==> config.mk <==
export PLATFORM = sky130hd
export DESIGN_NAME = mem_arbiter_flat
export DESIGN_NICKNAME = d
export VERILOG_FILES = /design/src/rtl/mem_arbiter_if.sv /design/src/rtl/mem_arbiter.sv /design/src/flat_wrapper.sv
export SDC_FILE = /design/constraint.sdc
export NUM_CORES = 1
export LEC_CHECK = 0
export BUFFER_PORTS_ARGS = -buffer_cell sky130_fd_sc_hd__buf_2
export CAP_MARGIN = 20
export CORE_MARGIN = 4
export CORE_UTILIZATION = 42
export CTS_BUF_LIST = sky130_fd_sc_hd__clkbuf_16
export CTS_CLUSTER_SIZE = 20
export DETAILED_ROUTE_END_ITERATION = 12
export PLACE_DENSITY = 0.75
export RECOVER_POWER = 25
export SLEW_MARGIN = 40
export SYNTH_ARGS = -nofsm -noshare
export SYNTH_HDL_FRONTEND = slang
export SYNTH_SLANG_ARGS = --single-unit
==> constraint.sdc <==
create_clock -name i_clk -period 2.19 [get_ports i_clk]
set_input_delay 0.1095 -clock i_clk [delete_from_list [all_inputs] [get_ports i_clk]]
set_output_delay 0.1095 -clock i_clk [all_outputs]
set_load 0.02 [all_outputs]
==> src/rtl/mem_arbiter_if.sv <==
// Bus bundle between the two memory requesters, the arbiter and the memory macro.
// The slave modport is the arbiter's view; the master modport is the requester/memory side.
interface mem_arbiter_if #(
  parameter int AW = 32,
  parameter int DW = 32
);
  logic          i_req0;
  logic          i_req1;
  logic          i_we0;
  logic          i_we1;
  logic [AW-1:0] i_addr0;
  logic [AW-1:0] i_addr1;
  logic [DW-1:0] i_wdata0;
  logic [DW-1:0] i_wdata1;
  logic          o_gnt0;
  logic          o_gnt1;
  logic          o_done0;
  logic          o_done1;
  logic [DW-1:0] o_rdata0;
  logic [DW-1:0] o_rdata1;
  logic          o_mem_en;
  logic          o_mem_we;
  logic [AW-1:0] o_mem_addr;
  logic [DW-1:0] o_mem_wdata;
  logic [DW-1:0] i_mem_rdata;
  logic          o_busy;

  modport slave (
    input  i_req0, i_req1, i_we0, i_we1, i_addr0, i_addr1, i_wdata0, i_wdata1, i_mem_rdata,
    output o_gnt0, o_gnt1, o_done0, o_done1, o_rdata0, o_rdata1,
    output o_mem_en, o_mem_we, o_mem_addr, o_mem_wdata, o_busy
  );

  modport master (
    output i_req0, i_req1, i_we0, i_we1, i_addr0, i_addr1, i_wdata0, i_wdata1, i_mem_rdata,
    input  o_gnt0, o_gnt1, o_done0, o_done1, o_rdata0, o_rdata1,
    input  o_mem_en, o_mem_we, o_mem_addr, o_mem_wdata, o_busy
  );
endinterface

==> src/rtl/mem_arbiter.sv <==
// Two-port arbiter (CPU = port 0, loader = port 1) for the shared single-port MIPS memory.
// Define MEM_ARB_RR_EN for round-robin tie-breaking; default build is fixed priority to port 0.
//
// state | meaning
// IDLE  | arbitrate, grant and capture one request
// ISSUE | one-cycle memory strobe with the captured command
// WAIT  | read latency down-counter running, capture read data at terminal count
// DONE  | completion pulse to the winning port
module mem_arbiter #(
  parameter int AW      = 32,
  parameter int DW      = 32,
  parameter int MEM_LAT = 1
) (
  input  logic         i_clk,
  input  logic         i_reset,
  mem_arbiter_if.slave bus
);

  typedef enum logic [1:0] {IDLE, ISSUE, WAIT, DONE} state_t;

  localparam logic [3:0] LAT_M1 = 4'(MEM_LAT - 1);

  state_t        state_q, state_d;
  logic [3:0]    cnt_q, cnt_d;
  logic          we_q;
  logic          port_q;
  logic [AW-1:0] addr_q;
  logic [DW-1:0] wdata_q;
  logic [DW-1:0] rdata0_q;
  logic [DW-1:0] rdata1_q;
  logic          any_req;
  logic          win;
  logic          grant;
  logic          rd_cap;

  assign any_req = bus.i_req0 | bus.i_req1;
  assign grant   = (state_q == IDLE) & any_req & ~i_reset;
  assign rd_cap  = (state_q == WAIT) & (cnt_q == '0);

`ifdef MEM_ARB_RR_EN
  logic last_q;

  // On a tie the port not granted last wins; reset value makes port 0 win the first tie.
  always_comb begin
    win = bus.i_req1 & ~bus.i_req0;
    if (bus.i_req0 && bus.i_req1) win = ~last_q;
  end

  always_ff @(posedge i_clk) begin
    if (i_reset)    last_q <= 1'b1;
    else if (grant) last_q <= win;
  end
`else
  always_comb begin
    win = bus.i_req1 & ~bus.i_req0;
  end
`endif

  always_comb begin
    state_d = state_q;
    cnt_d   = cnt_q;
    unique case (state_q)
      IDLE: begin
        if (any_req) state_d = ISSUE;
      end
      ISSUE: begin
        if (we_q) begin
          state_d = DONE;
        end else begin
          state_d = WAIT;
          cnt_d   = LAT_M1;
        end
      end
      WAIT: begin
        if (cnt_q == '0) state_d = DONE;
        else             cnt_d   = cnt_q - 4'd1;
      end
      DONE: begin
        state_d = IDLE;
      end
      default: begin
        state_d = IDLE;
      end
    endcase
  end

  always_ff @(posedge i_clk) begin
    if (i_reset) begin
      state_q  <= IDLE;
      cnt_q    <= '0;
      we_q     <= 1'b0;
      port_q   <= 1'b0;
      addr_q   <= '0;
      wdata_q  <= '0;
      rdata0_q <= '0;
      rdata1_q <= '0;
    end else begin
      state_q <= state_d;
      cnt_q   <= cnt_d;
      if (grant) begin
        port_q  <= win;
        we_q    <= win ? bus.i_we1    : bus.i_we0;
        addr_q  <= win ? bus.i_addr1  : bus.i_addr0;
        wdata_q <= win ? bus.i_wdata1 : bus.i_wdata0;
      end
      if (rd_cap) begin
        if (port_q) rdata1_q <= bus.i_mem_rdata;
        else        rdata0_q <= bus.i_mem_rdata;
      end
    end
  end

  // Strobes are masked during reset so an aborted transaction never completes or touches memory.
  assign bus.o_gnt0      = grant & ~win;
  assign bus.o_gnt1      = grant & win;
  assign bus.o_done0     = (state_q == DONE) & ~port_q & ~i_reset;
  assign bus.o_done1     = (state_q == DONE) & port_q & ~i_reset;
  assign bus.o_mem_en    = (state_q == ISSUE) & ~i_reset;
  assign bus.o_mem_we    = (state_q == ISSUE) & we_q & ~i_reset;
  assign bus.o_busy      = (state_q != IDLE) & ~i_reset;
  assign bus.o_mem_addr  = addr_q;
  assign bus.o_mem_wdata = wdata_q;
  assign bus.o_rdata0    = rdata0_q;
  assign bus.o_rdata1    = rdata1_q;

endmodule

==> src/flat_wrapper.sv <==
// flat-port wrapper written by rule: the top's interface ports become plain ports
module mem_arbiter_flat 
#(
  parameter int AW      = 32,
  parameter int DW      = 32,
  parameter int MEM_LAT = 1
)
  (i_clk, i_reset, bus_i_req0, bus_i_req1, bus_i_we0, bus_i_we1, bus_i_addr0, bus_i_addr1, bus_i_wdata0, bus_i_wdata1, bus_i_mem_rdata, bus_o_gnt0, bus_o_gnt1, bus_o_done0, bus_o_done1, bus_o_rdata0, bus_o_rdata1, bus_o_mem_en, bus_o_mem_we, bus_o_mem_addr, bus_o_mem_wdata, bus_o_busy);
  mem_arbiter_if #(.AW(AW), .DW(DW)) bus_i ();
  input  logic i_clk;
  input  logic i_reset;
  input wire logic [$bits(bus_i.i_req0)-1:0] bus_i_req0;
  input wire logic [$bits(bus_i.i_req1)-1:0] bus_i_req1;
  input wire logic [$bits(bus_i.i_we0)-1:0] bus_i_we0;
  input wire logic [$bits(bus_i.i_we1)-1:0] bus_i_we1;
  input wire logic [$bits(bus_i.i_addr0)-1:0] bus_i_addr0;
  input wire logic [$bits(bus_i.i_addr1)-1:0] bus_i_addr1;
  input wire logic [$bits(bus_i.i_wdata0)-1:0] bus_i_wdata0;
  input wire logic [$bits(bus_i.i_wdata1)-1:0] bus_i_wdata1;
  input wire logic [$bits(bus_i.i_mem_rdata)-1:0] bus_i_mem_rdata;
  output wire logic [$bits(bus_i.o_gnt0)-1:0] bus_o_gnt0;
  output wire logic [$bits(bus_i.o_gnt1)-1:0] bus_o_gnt1;
  output wire logic [$bits(bus_i.o_done0)-1:0] bus_o_done0;
  output wire logic [$bits(bus_i.o_done1)-1:0] bus_o_done1;
  output wire logic [$bits(bus_i.o_rdata0)-1:0] bus_o_rdata0;
  output wire logic [$bits(bus_i.o_rdata1)-1:0] bus_o_rdata1;
  output wire logic [$bits(bus_i.o_mem_en)-1:0] bus_o_mem_en;
  output wire logic [$bits(bus_i.o_mem_we)-1:0] bus_o_mem_we;
  output wire logic [$bits(bus_i.o_mem_addr)-1:0] bus_o_mem_addr;
  output wire logic [$bits(bus_i.o_mem_wdata)-1:0] bus_o_mem_wdata;
  output wire logic [$bits(bus_i.o_busy)-1:0] bus_o_busy;
  assign bus_i.i_req0 = bus_i_req0;
  assign bus_i.i_req1 = bus_i_req1;
  assign bus_i.i_we0 = bus_i_we0;
  assign bus_i.i_we1 = bus_i_we1;
  assign bus_i.i_addr0 = bus_i_addr0;
  assign bus_i.i_addr1 = bus_i_addr1;
  assign bus_i.i_wdata0 = bus_i_wdata0;
  assign bus_i.i_wdata1 = bus_i_wdata1;
  assign bus_i.i_mem_rdata = bus_i_mem_rdata;
  assign bus_o_gnt0 = bus_i.o_gnt0;
  assign bus_o_gnt1 = bus_i.o_gnt1;
  assign bus_o_done0 = bus_i.o_done0;
  assign bus_o_done1 = bus_i.o_done1;
  assign bus_o_rdata0 = bus_i.o_rdata0;
  assign bus_o_rdata1 = bus_i.o_rdata1;
  assign bus_o_mem_en = bus_i.o_mem_en;
  assign bus_o_mem_we = bus_i.o_mem_we;
  assign bus_o_mem_addr = bus_i.o_mem_addr;
  assign bus_o_mem_wdata = bus_i.o_mem_wdata;
  assign bus_o_busy = bus_i.o_busy;
  mem_arbiter #(.AW(AW), .DW(DW), .MEM_LAT(MEM_LAT)) u_core (.i_clk(i_clk), .i_reset(i_reset), .bus(bus_i));
endmodule
Yosys cells after proc, flatten, opt, wreduce, memory -nomap -nowiden
Cells that the tools add are included.
- register bits after elaboration: 136
- word-level logic and storage cells: 53
- input port bits: 166
- output and inout bits: 135
- bitwise logic cells: 19
- eq/ne operators: 7
- multiplexer cells: 10
- reduce and logical (&&, ||, !) cells: 8
- $add $sub $neg: 1
- operator list (kind ; number):
    $mux W32 ; 2
    $and A1 B1 Y1 ; 14
    $mux W4 ; 2
    $pmux W2 S4 ; 1
    $pmux W4 S2 ; 1
    $ne A2 B2 Y1 const B ; 3
    $reduce_and A2 Y1 ; 3
    $eq A2 B2 Y1 const B ; 2
    $logic_not A4 Y1 ; 1
    $mux W2 ; 2
    $not A1 Y1 ; 4
    $reduce_bool A2 Y1 ; 2
    $sub A4 B1 Y4 const B ; 1
    $reduce_and A3 Y1 ; 1
    $eq A2 B1 Y1 const B ; 1
    $logic_not A2 Y1 ; 1
    $mux W1 ; 2
    $ne A2 B1 Y1 const B ; 1
    $or A1 B1 Y1 ; 1

Longest topological paths before layout
Gate-level depths: netlist of the first run.
- depth after elaboration: 4
- gate-level depth with buffers: 8
- depth with buffers taken out: 5

Worst setup path after synthesis of the first run
Ideal clock, no wire load.
- path type: reg-to-reg
- start: register u_core.state_q[0]
- end: register u_core.rdata1_q[20], in the netlist u_core.bus.o_rdata1[20]
- path buffers: 3
- cell stages (with the launch flop): 9
- library setup time: 0.132 ns
- slack: 0.622 ns
- data arrival time: 1.436 ns
- required time: 2.058 ns
- clock period less this slack: 1.568 ns
- cell sequence: dfxtp_1 > inv_1 > ha_1 > buf_4 > and4bb_2 > buf_4 > buf_2 > nand3_1 > a21oi_1
- word-level cells in the longest chain between the ends: 3
- RTL lines (item ; line ; RTL):
    from (decl) ; mem_arbiter.sv:23 ; state_t state_q, state_d;
    from (signal assigned) ; mem_arbiter.sv:98 ; state_q <= state_d;
    $eq A2 B2 Y1 ; mem_arbiter.sv:38 ; assign rd_cap = (state_q == WAIT) & (cnt_q == '0);
    $and A1 B1 Y1 ; mem_arbiter.sv:38 ;
    $reduce_and A2 Y1 (no source line) ; n/a ;
    to (signal assigned) ; mem_arbiter.sv:107 ; if (port_q) rdata1_q <= bus.i_mem_rdata;
    to (decl) ; mem_arbiter.sv:30 ; logic [DW-1:0] rdata1_q;
No other way between the ends.
A chain may end at the register's enable or synchronous reset.

Worst setup path after layout of the first run
- start: register u_core.state_q[0]
- end: output bus_o_gnt1
- word-level cells in the longest chain between the ends: 4
- RTL lines (item ; line ; RTL):
    $logic_not A2 Y1 ; mem_arbiter.sv:37 ; assign grant = (state_q == IDLE) & any_req & ~i_reset;
    $and A1 B1 Y1 (2 in series) ; mem_arbiter.sv:37 ;
    $and A1 B1 Y1 ; mem_arbiter.sv:115 ; assign bus.o_gnt1 = grant & win;
    to (decl) ; flat_wrapper.sv:22 ; output wire logic [$bits(bus_i.o_gnt1)-1:0] bus_o_gnt1;
No other way between the ends.

==> results.cfg, run 1 <==
[routing]
vias = 6729
ant_nets = 0
drc_errors = 0
firstDrtPassIters = 5
viasPerCell = 5.33
drt_iter0_drc = 474
routed_wl_um = 20100
avgRoutedWirePerCell_um = 15.9

[yosys]
yosysUniqueCellTypes = 39
ys.flop_type = dfxtp_1
synthesis.nets = 955
ys_top_cells_by_area = dfxtp_1 43%, o21ai_0 12%, a21oi_1 10%, and3b_1 5.6%, nand3_1 5.1%
yosys-top-cells-count = 147 x o21ai_0, 136 x dfxtp_1, 131 x a21oi_1
ys_ff_latch = 136
syn_area_per_cell_um2 = 8.02
synth_edf_count = 0
synth_top_area_share_pct = 43.3
ys_warn_count = 0
syn_area_um2 = 6290
synth_top_area_cell = dfxtp_1
ys_async_sr_fraction_pct = 0
syn-instance-count = 784
synth_seq_area_share_pct = 43.3
synth.most_common_cell = o21ai_0

[power]
powerDensity_nw_per_um2 = 1040
p_leak_nw = 3.70
peakVddDrop_mv = 0.551

[worst_setup_path]
critical_path.max_fanout = 40
cp_slowest_stage_delay_ps = 380
crit_type = reg -> out
cp.required_ps = 2080
crit_path_cell_trace = inv_1 -> ha_2 -> nand2b_2 -> buf_4 -> nor2_1 -> buf_2
worst_setup_path_end_kind = primary output
worstPathArrival_ps = 1900
worstSetupStartpointType = register
rrSetupSlack_ps = 410
slowest_stage = dfxtp_1

[sta]
worst_slew_pin_slew_ps = 688
finalCritPeriodShare_pct = 91.7
fmax_mhz = 498
fin_crit_ps = 2010
setup-violations-final = 0
fin_hold_ws_ps = 35.9
tns_ps = 0
maxSlewHeadroom_pct = 54.0
slew_viol_final = 0
fin_ws_ps = 181
clock_skew_ps = 6.69
hold_viol = 0
rsz0062_at_grt = no

[clocking]
clock-root-buffer = clkbuf_16
numCtsBuffers = 17
clock-sinks = 136
clockBufferDepth = 2
cts_setup_buffers = 0
cts_tree = done
htreeDepth = 4
path_clk_slew_ps = 60
clock_latency_ps = 410

[die]
fp.dieH_um = 130
start_util_pct = 43.1
io_pins = 301
fp-row-count = 44
core_um2 = 14600
die_w_um = 130
dieArea_um2 = 17000

[final_layout]
drive_above_1_share_pct = 27.0
nets = 1236
synthToLayoutAreaGrowth_pct = 38.1
utilization_pct = 59.5
stdcell_count = 1262
register_area_um2 = 2720
fillers = 1368
multi_input_area_um2 = 3180
n_antenna_cell = 0

[hold_path]
hp-class = in -> reg

[grt]
grt_pass1_wl_um = 30600
grt_pass1_vias = 6089
grt.overflow.total = 0
grt_util_all_layers_pct = 22.4
antenna_found_initial = 0
grt_max_degree = 83

[place]
io_buffer_count = 300
post-place-ws_ps = 462
place.gp.congestion = 0.825
place_inst = 1198
dpl.hpwl_um = 13600

[job]
maxCapViolations = 0

[outcome]
status = finished clean
## cell type report
class,instances,share of cell area (%)
Clock buffer,17,4.90
Clock inverter,15,2.22
Inverter,10,0.433
Multi-Input combinational cell,553,36.6
Sequential cell,136,31.4
Tap cell,184,2.65
Timing Repair Buffer,347,21.8
## cells in the final DEF, fill, tap and decap left out, types with 4 or more instances in the layout
cell type | netlist | routed
a21o_1 | 21 | 21
a21oi_1 | 131 | 131
a221oi_1 | 4 | 4
and2_1 | 41 | 41
and3b_1 | 40 | 40
buf_2 | 15 | 232
buf_4 | 8 | 13
clkbuf_1 | 61 | 67
clkbuf_16 | 0 | 17
clkinv_4 | 0 | 5
dfxtp_1 | 136 | 135
dlygate4sd3_1 | 0 | 32
ha_1 | 5 | 4
inv_1 | 9 | 9
nand2_1 | 43 | 43
nand2b_1 | 5 | 4
nand3_1 | 64 | 64
nand3b_1 | 21 | 21
o21ai_0 | 147 | 147
o22ai_1 | 4 | 4
## registers in the layout, indices dropped and copies added, names as in the netlist
name and flops:
u_core.bus.o_rdata1 32, u_core.cnt_q 4, u_core.bus.o_mem_wdata 32, u_core.port_q 1, u_core.we_q 1, u_core.bus.o_mem_addr 32, u_core.bus.o_rdata0 32, u_core.state_q 2
## worst max-delay path, delay by kind of cell, from the launching register on
family        cells  cell delay (ps)
fa+ha+maj         1              270
buf+inv           3              620
flops             1              380
simple gates      2              200
## logic make-up after synthesis
| kind of cell | Yosys count | synth area share [%] |
|---|---|---|
| and+or+nand+nor | 232 | 22.4 |
| AOI/OAI and AO/OA | 315 | 26.7 |
| buffers and inverters | 95 | 6.45 |
| muxes | 1 | 0.159 |
| adders and majority gates | 5 | 0.995 |
| DFF | 136 | 43.3 |
## metal layers
metal	share of wire (%)	vias up	track usage [%]
met5	0	-	0
met4	2.6	0	9.07
met3	8.8	33	5.98
met2	47	306	36.5
met1	41	3056	28.4
li1	-	3334	-
## through the flow
step | instance area, um2 | power [mW]
after floorplan | 6290 | 5.11
after global placement | 7820 | 6.07
after detailed placement | 7820 | 6.11
after CTS | 8760 | 9.13
after global routing | 8680 | 9.54
final | 8680 | 9.02
## repair_timing
item | 4_1_cts | 5_1_grt
hold buffers | 32 | 0
endpoints found under the hold margin | 64 | 0
resized for setup | 0 | 0
setup endpoints to repair | 0 | 0
## final timing paths
kind / end / from / depth (start not counted)
setup / recovery: bus_o_gnt1 / u_core.state_q[0] / 6
hold / removal: u_core.bus.o_mem_wdata[10] / bus_i_wdata0[10] / 4
setup reg to reg: u_core.bus.o_rdata1[14] / u_core.state_q[0] / 6
hold reg to reg: u_core.bus.o_mem_wdata[3] / u_core.bus.o_mem_wdata[3] / 2
## where the power goes
group	total [mW]	switching, mW	internal (mW)
Combinational	2.99	2.02	0.970
Clock	2.96	1.14	1.82
Sequential	3.06	0.195	2.86
Note: power is estimated with default switching activity, not from simulation.
==> inputs of run 2 (changes only) <==
CTS_BUF_LIST = sky130_fd_sc_hd__clkbuf_4   (was sky130_fd_sc_hd__clkbuf_16)
REMOVE_ABC_BUFFERS = 1   (was default)
==> run 2 against run 1 <==
Power is 6.2% lower. Sequential cell count did not move. Die area unchanged. Global-route usage increased by 3.4 points. Clock skew is 11 ps higher. Setup slack worse by 31 ps. Fmax fell by 1.5%. Sequential power about the same.
==> results.cfg, run 2 (synthesized netlist as in run 1, its figures left out) <==
[outcome]
status = finished clean

[grt]
met2_usage_pct = 42.6
grt_pass1_vias = 7260
busiest_layer = met2
grt.overflow.total = 0
grt_util_met3_pct = 7.98
globalRouteMet1Util_pct = 29.3
grt_pass1_wl_um = 35000
antenna_found_initial = 1
grt_max_degree = 77
grt_util_all_layers_pct = 25.8

[final_layout]
stdcell_count = 1390
final_common_cell = buf_2
synthToLayoutAreaGrowth_pct = 54.5
final_cell_mix = 232 x buf_2, 155 x dlygate4sd3_1, 147 x o21ai_0, 134 x dfxtp_1, 131 x a21oi_1
fillers = 1163
multi_input_area_um2 = 3200
drive_above_1_share_pct = 24.2
nets = 1363
register_area_um2 = 2730

[job]
maxCapViolations = 0

[clocking]
htreeDepth = 4
path_clk_slew_ps = 120
clock-sinks = 136
cts_tree = done
clock_latency_ps = 530
numCtsBuffers = 17
clock-root-buffer = clkbuf_4
clockBufferDepth = 2

[die]
dieArea_um2 = 17000
start_util_pct = 43.1
die_w_um = 130
fp.dieH_um = 130
core_um2 = 14600
io_pins = 301
fp-row-count = 44

[power]
intPower_mw = 5.14
switching_power_mw = 3.32
switching_share_pct = 39.3
powerDensity_nw_per_um2 = 870
p_leak_nw = 4.02
power_mw = 8.46
peakVddDrop_mv = 0.368
power.share.clock_pct = 20.2
p_comb_share_pct = 43.7
p_seq_share_pct = 36.1

[routing]
viasPerCell = 5.45
firstDrtPassIters = 5
drc_errors = 0
vias = 7572
ant_nets = 0
routed_wl_um = 23300
avgRoutedWirePerCell_um = 16.8
drt_iter0_drc = 473

[sta]
fin_hold_ws_ps = 58.1
tns_ps = 0
maxSlewHeadroom_pct = 52.8
setup-violations-final = 0
slew_viol_final = 0
worst_slew_pin_slew_ps = 706
hold_viol = 0
finalCritPeriodShare_pct = 93.2
clock_skew_ps = 17.9
fin_crit_ps = 2040
rsz0062_at_grt = no
fmax_mhz = 490

[worst_setup_path]
cp_slowest_stage_delay_ps = 610
worstSetupStartpointType = register
worstPathArrival_ps = 2500
cp.required_ps = 2650
crit_path_cell_trace = inv_1 -> ha_4 -> buf_4 -> o21ai_0 -> dlygate4sd3_1 -> a21oi_1
crit_type = reg -> reg
slowest_stage = dlygate4sd3_1
critical_path.max_fanout = 31
worst_setup_path_end_kind = register

[place]
place.gp.congestion = 0.788
io_buffer_count = 300
dpl.hpwl_um = 14000
place_inst = 1198

[hold_path]
hp-class = in -> reg
## run 2: final timing paths
kind	startpoint	endpoint	slack (ps)	cells past startpoint
max reg2reg	u_core.state_q[0]	u_core.bus.o_mem_addr[25]	150	6
min reg2reg	u_core.bus.o_mem_wdata[4]	u_core.bus.o_mem_wdata[4]	460	2
min	bus_i_wdata1[17]	u_core.bus.o_mem_wdata[17]	60	4
max	u_core.state_q[0]	u_core.bus.o_mem_addr[25]	150	6
## run 2: worst max-delay path: cells and delay by family, from the launching register on
kind	cells	cell delay, ps
compound gates	2	340
fa+ha+maj	1	230
buf+inv	3	1050
flops	1	360
## run 2: per-stage QoR
| step | worst slack, ps | util [%] | area [um2] |
|---|---|---|---|
| finish | 150 | 66.6 | 9710 |
| global route | 41.2 | 66.6 | 9710 |
| CTS | 33.1 | 66.6 | 9720 |
| detailed placement | 416 | 54.1 | 7890 |
| global placement | 483 | 53.9 | 7860 |
| floorplan | -631 | - | 5920 |
## run 2: layout make-up
class / count / share of cell area [%]
timing repair buffer: 474 / 33.3
multi-input combinational: 553 / 32.9
sequential: 136 / 28.1
tap: 184 / 2.37
clock inverter: 14 / 1.60
clock buffer: 18 / 1.39
inverter: 10 / 0.386
antenna: 1 / 0.0258
## run 2: per-layer routing
layer | vias to the layer above | share of wire [%]
met5 | - | 0
met4 | 0 | 4.7
met3 | 89 | 9.0
met2 | 393 | 48
met1 | 3502 | 38
li1 | 3588 | -
## run 2: power groups by stage
stage          registers, mW  logic (mW)  clock network [mW]
2_1_floorplan           3.58        1.24                   0
3_3_place_gp            3.08        3.06                   0
3_5_place_dp            3.09        3.08                   0
4_1_cts                 3.04        3.58                1.75
5_1_grt                 3.10        4.01                1.87
6_report                3.05        3.69                1.71
## run 2: repair_timing
item                                   4_1_cts  5_1_grt
buffers inserted                             0        3
cloned                                       0        1
pin swaps                                    0        1
resized for setup                            1        3
hold buffers                               153        2
setup endpoints to repair                    2        9
endpoints found under the hold margin      128        1
==> inputs of run 3 (changes only) <==
BUFFER_PORTS_ARGS = default   (was -buffer_cell sky130_fd_sc_hd__buf_2)
CORE_UTILIZATION = 40   (was 42)
DONT_BUFFER_PORTS = 1   (was default)
PLACE_DENSITY = 0.55   (was 0.75)
SKIP_CTS_REPAIR_TIMING = 1   (was default)
==> run 3 against run 2 <==
Worst hold slack worse by 20 ps. Setup slack worse by 57 ps. Die area up 4.7%. Power down 8.9%. Non-clock buffer count down 287. Register-to-register slack worse by 60 ps. Clock power down 11%. Critical path depth unchanged. Clock-buffer cell count unchanged. Clock skew down 1.7 ps. Sequential share of layout area up 4.5 points. Largest cell class is now multi-input gates.
==> results.cfg, run 3 (synthesized netlist as in run 1, its figures left out) <==
[final_layout]
drive_above_1_share_pct = 6.01
register_area_um2 = 2720
final_cell_mix = 170 x dlygate4sd3_1, 147 x o21ai_0, 135 x dfxtp_1, 131 x a21oi_1, 64 x nand3_1
nets = 1076
design_area_um2 = 8360
final_common_cell = dlygate4sd3_1
n_antenna_cell = 0
stdcell_count = 1126
synthToLayoutAreaGrowth_pct = 33.0
fillers = 1372
multi_input_area_um2 = 3180

[worst_setup_path]
worst_setup_path_end_kind = register
cp.required_ps = 2620
worstSetupStartpointType = register
worstPathArrival_ps = 2520
critical_path.max_fanout = 28
r2r_end = u_core.bus.o_mem_wdata[11]
reg2regPathDepth = 6
crit_type = reg -> reg
reg2reg_from = u_core.state_q[1]
rrSetupSlack_ps = 90

[sta]
setup-violations-final = 0
slew_viol_final = 0
clock_skew_ps = 16.2
maxSlewHeadroom_pct = 52.3
hold_viol = 0
fmax_mhz = 477
finalCritPeriodShare_pct = 95.8
worst_slew_pin_slew_ps = 713
fin_crit_ps = 2100

[hold_path]
min_from = bus_i_req1
hold_depth = 3
hp-class = in -> reg
hold_end = u_core.bus.o_mem_wdata[18]

[grt]
grt_max_degree = 144
grt_pass1_vias = 5027
grt_util_all_layers_pct = 18.6
grt.overflow.total = 0
grt_pass1_wl_um = 26800
antenna_found_initial = 0

[clocking]
clock_latency_ps = 520
clock-root-buffer = clkbuf_4
numCtsBuffers = 17
cts_tree = done
clock-sinks = 136
clockBufferDepth = 2
htreeDepth = 4
path_clk_slew_ps = 110

[die]
die_w_um = 133
core_um2 = 15300
fp-row-count = 45
io_pins = 301
fp.dieH_um = 133
start_util_pct = 41.0
dieArea_um2 = 17800

[power]
p_leak_nw = 3.04
p_seq_share_pct = 46.8
peakVddDrop_mv = 0.402
p_comb_share_pct = 33.3
intPower_mw = 4.62
power.share.clock_pct = 19.9
switching_share_pct = 40.0
powerDensity_nw_per_um2 = 921
switching_power_mw = 3.08

[routing]
ant_nets = 0
firstDrtPassIters = 6
viasPerCell = 5.64
drt_iter0_drc = 396
avgRoutedWirePerCell_um = 19.0
drc_errors = 0
vias = 6350
routed_wl_um = 21400

[outcome]
status = finished clean

[place]
place.gp.congestion = 0.800
dpl-instance-area_um2 = 6330
place_inst = 924
dpl.hpwl_um = 12300
io_buffer_count = 0

[job]
maxCapViolations = 0
## run 3: changes by cell type in the layout (fill, tap and decap cells not counted), sizes merged
cell	previous run	this run
buf	251	17
bufinv	3	2
clkbuf	86	18
diode	1	0
dlygate4sd3	155	170
inv	12	10
## run 3: cell type report
| type | count | share of cell area, % |
|---|---|---|
| Clock buffer | 18 | 1.62 |
| Inverter | 10 | 0.449 |
| Sequential cell | 136 | 32.6 |
| Tap cell | 211 | 3.16 |
| Clock inverter | 11 | 1.32 |
| Timing Repair Buffer | 187 | 22.9 |
| Multi-Input combinational cell | 553 | 38.0 |
## run 3: routing by layer
| metal | vias to the layer above | GRT usage (%) | share of wire (%) |
|---|---|---|---|
| met1 | 2996 | 21.8 | 38 |
| met2 | 319 | 31.0 | 50 |
| met3 | 30 | 8.31 | 10 |
| li1 | 3005 | - | - |
| met5 | - | 0 | 0 |
| met4 | 0 | 5.03 | 1.8 |
## run 3: critical path, stage by stage (launching register included)
cell and delay, ps:
dfxtp_1 370, inv_1 100, ha_2 320, buf_4 310
o21ai_0 150, dlygate4sd3_1 580, a21oi_1 170
## run 3: per-stage QoR
stage          TNS (ps)  setup WS, ps  total power, mW  utilization (%)  hold WS, ps
2_1_floorplan    -44330          -631             4.81                -          179
3_3_place_gp          0           497             5.49             41.3          192
3_5_place_dp          0           395             5.59             41.4          194
4_1_cts           -47.1         -37.1             7.11             43.0         -396
5_1_grt            -238         -95.0             8.16             54.6        -2.38
6_report              0          92.8             7.70             54.6         38.6
## run 3: power by group through the flow
stage	Sequential [mW]	Clock [mW]	Combinational, mW
finish	3.60	1.53	2.57
global route	3.65	1.69	2.83
CTS	3.61	1.58	1.92
detailed placement	3.67	0	1.92
global placement	3.66	0	1.83
floorplan	3.58	0	1.24
## run 3: worst max-delay path by stage
| stage | startpoint | end | slack (ps) | depth (start not counted) |
|---|---|---|---|---|
| finish | u_core.state_q[1] | u_core.bus.o_mem_wdata[11] | 90 | 6 |
| global route | u_core.state_q[1] | u_core.bus.o_mem_wdata[11] | -90 | 6 |
| CTS | u_core.state_q[1] | bus_o_gnt1 | -40 | 6 |
| detailed placement | u_core.state_q[0] | u_core.bus.o_rdata1[1] | 400 | 6 |
| global placement | u_core.state_q[0] | u_core.bus.o_rdata1[10] | 500 | 6 |
| floorplan | u_core.state_q[0] | bus_o_gnt0 | -630 | 4 |
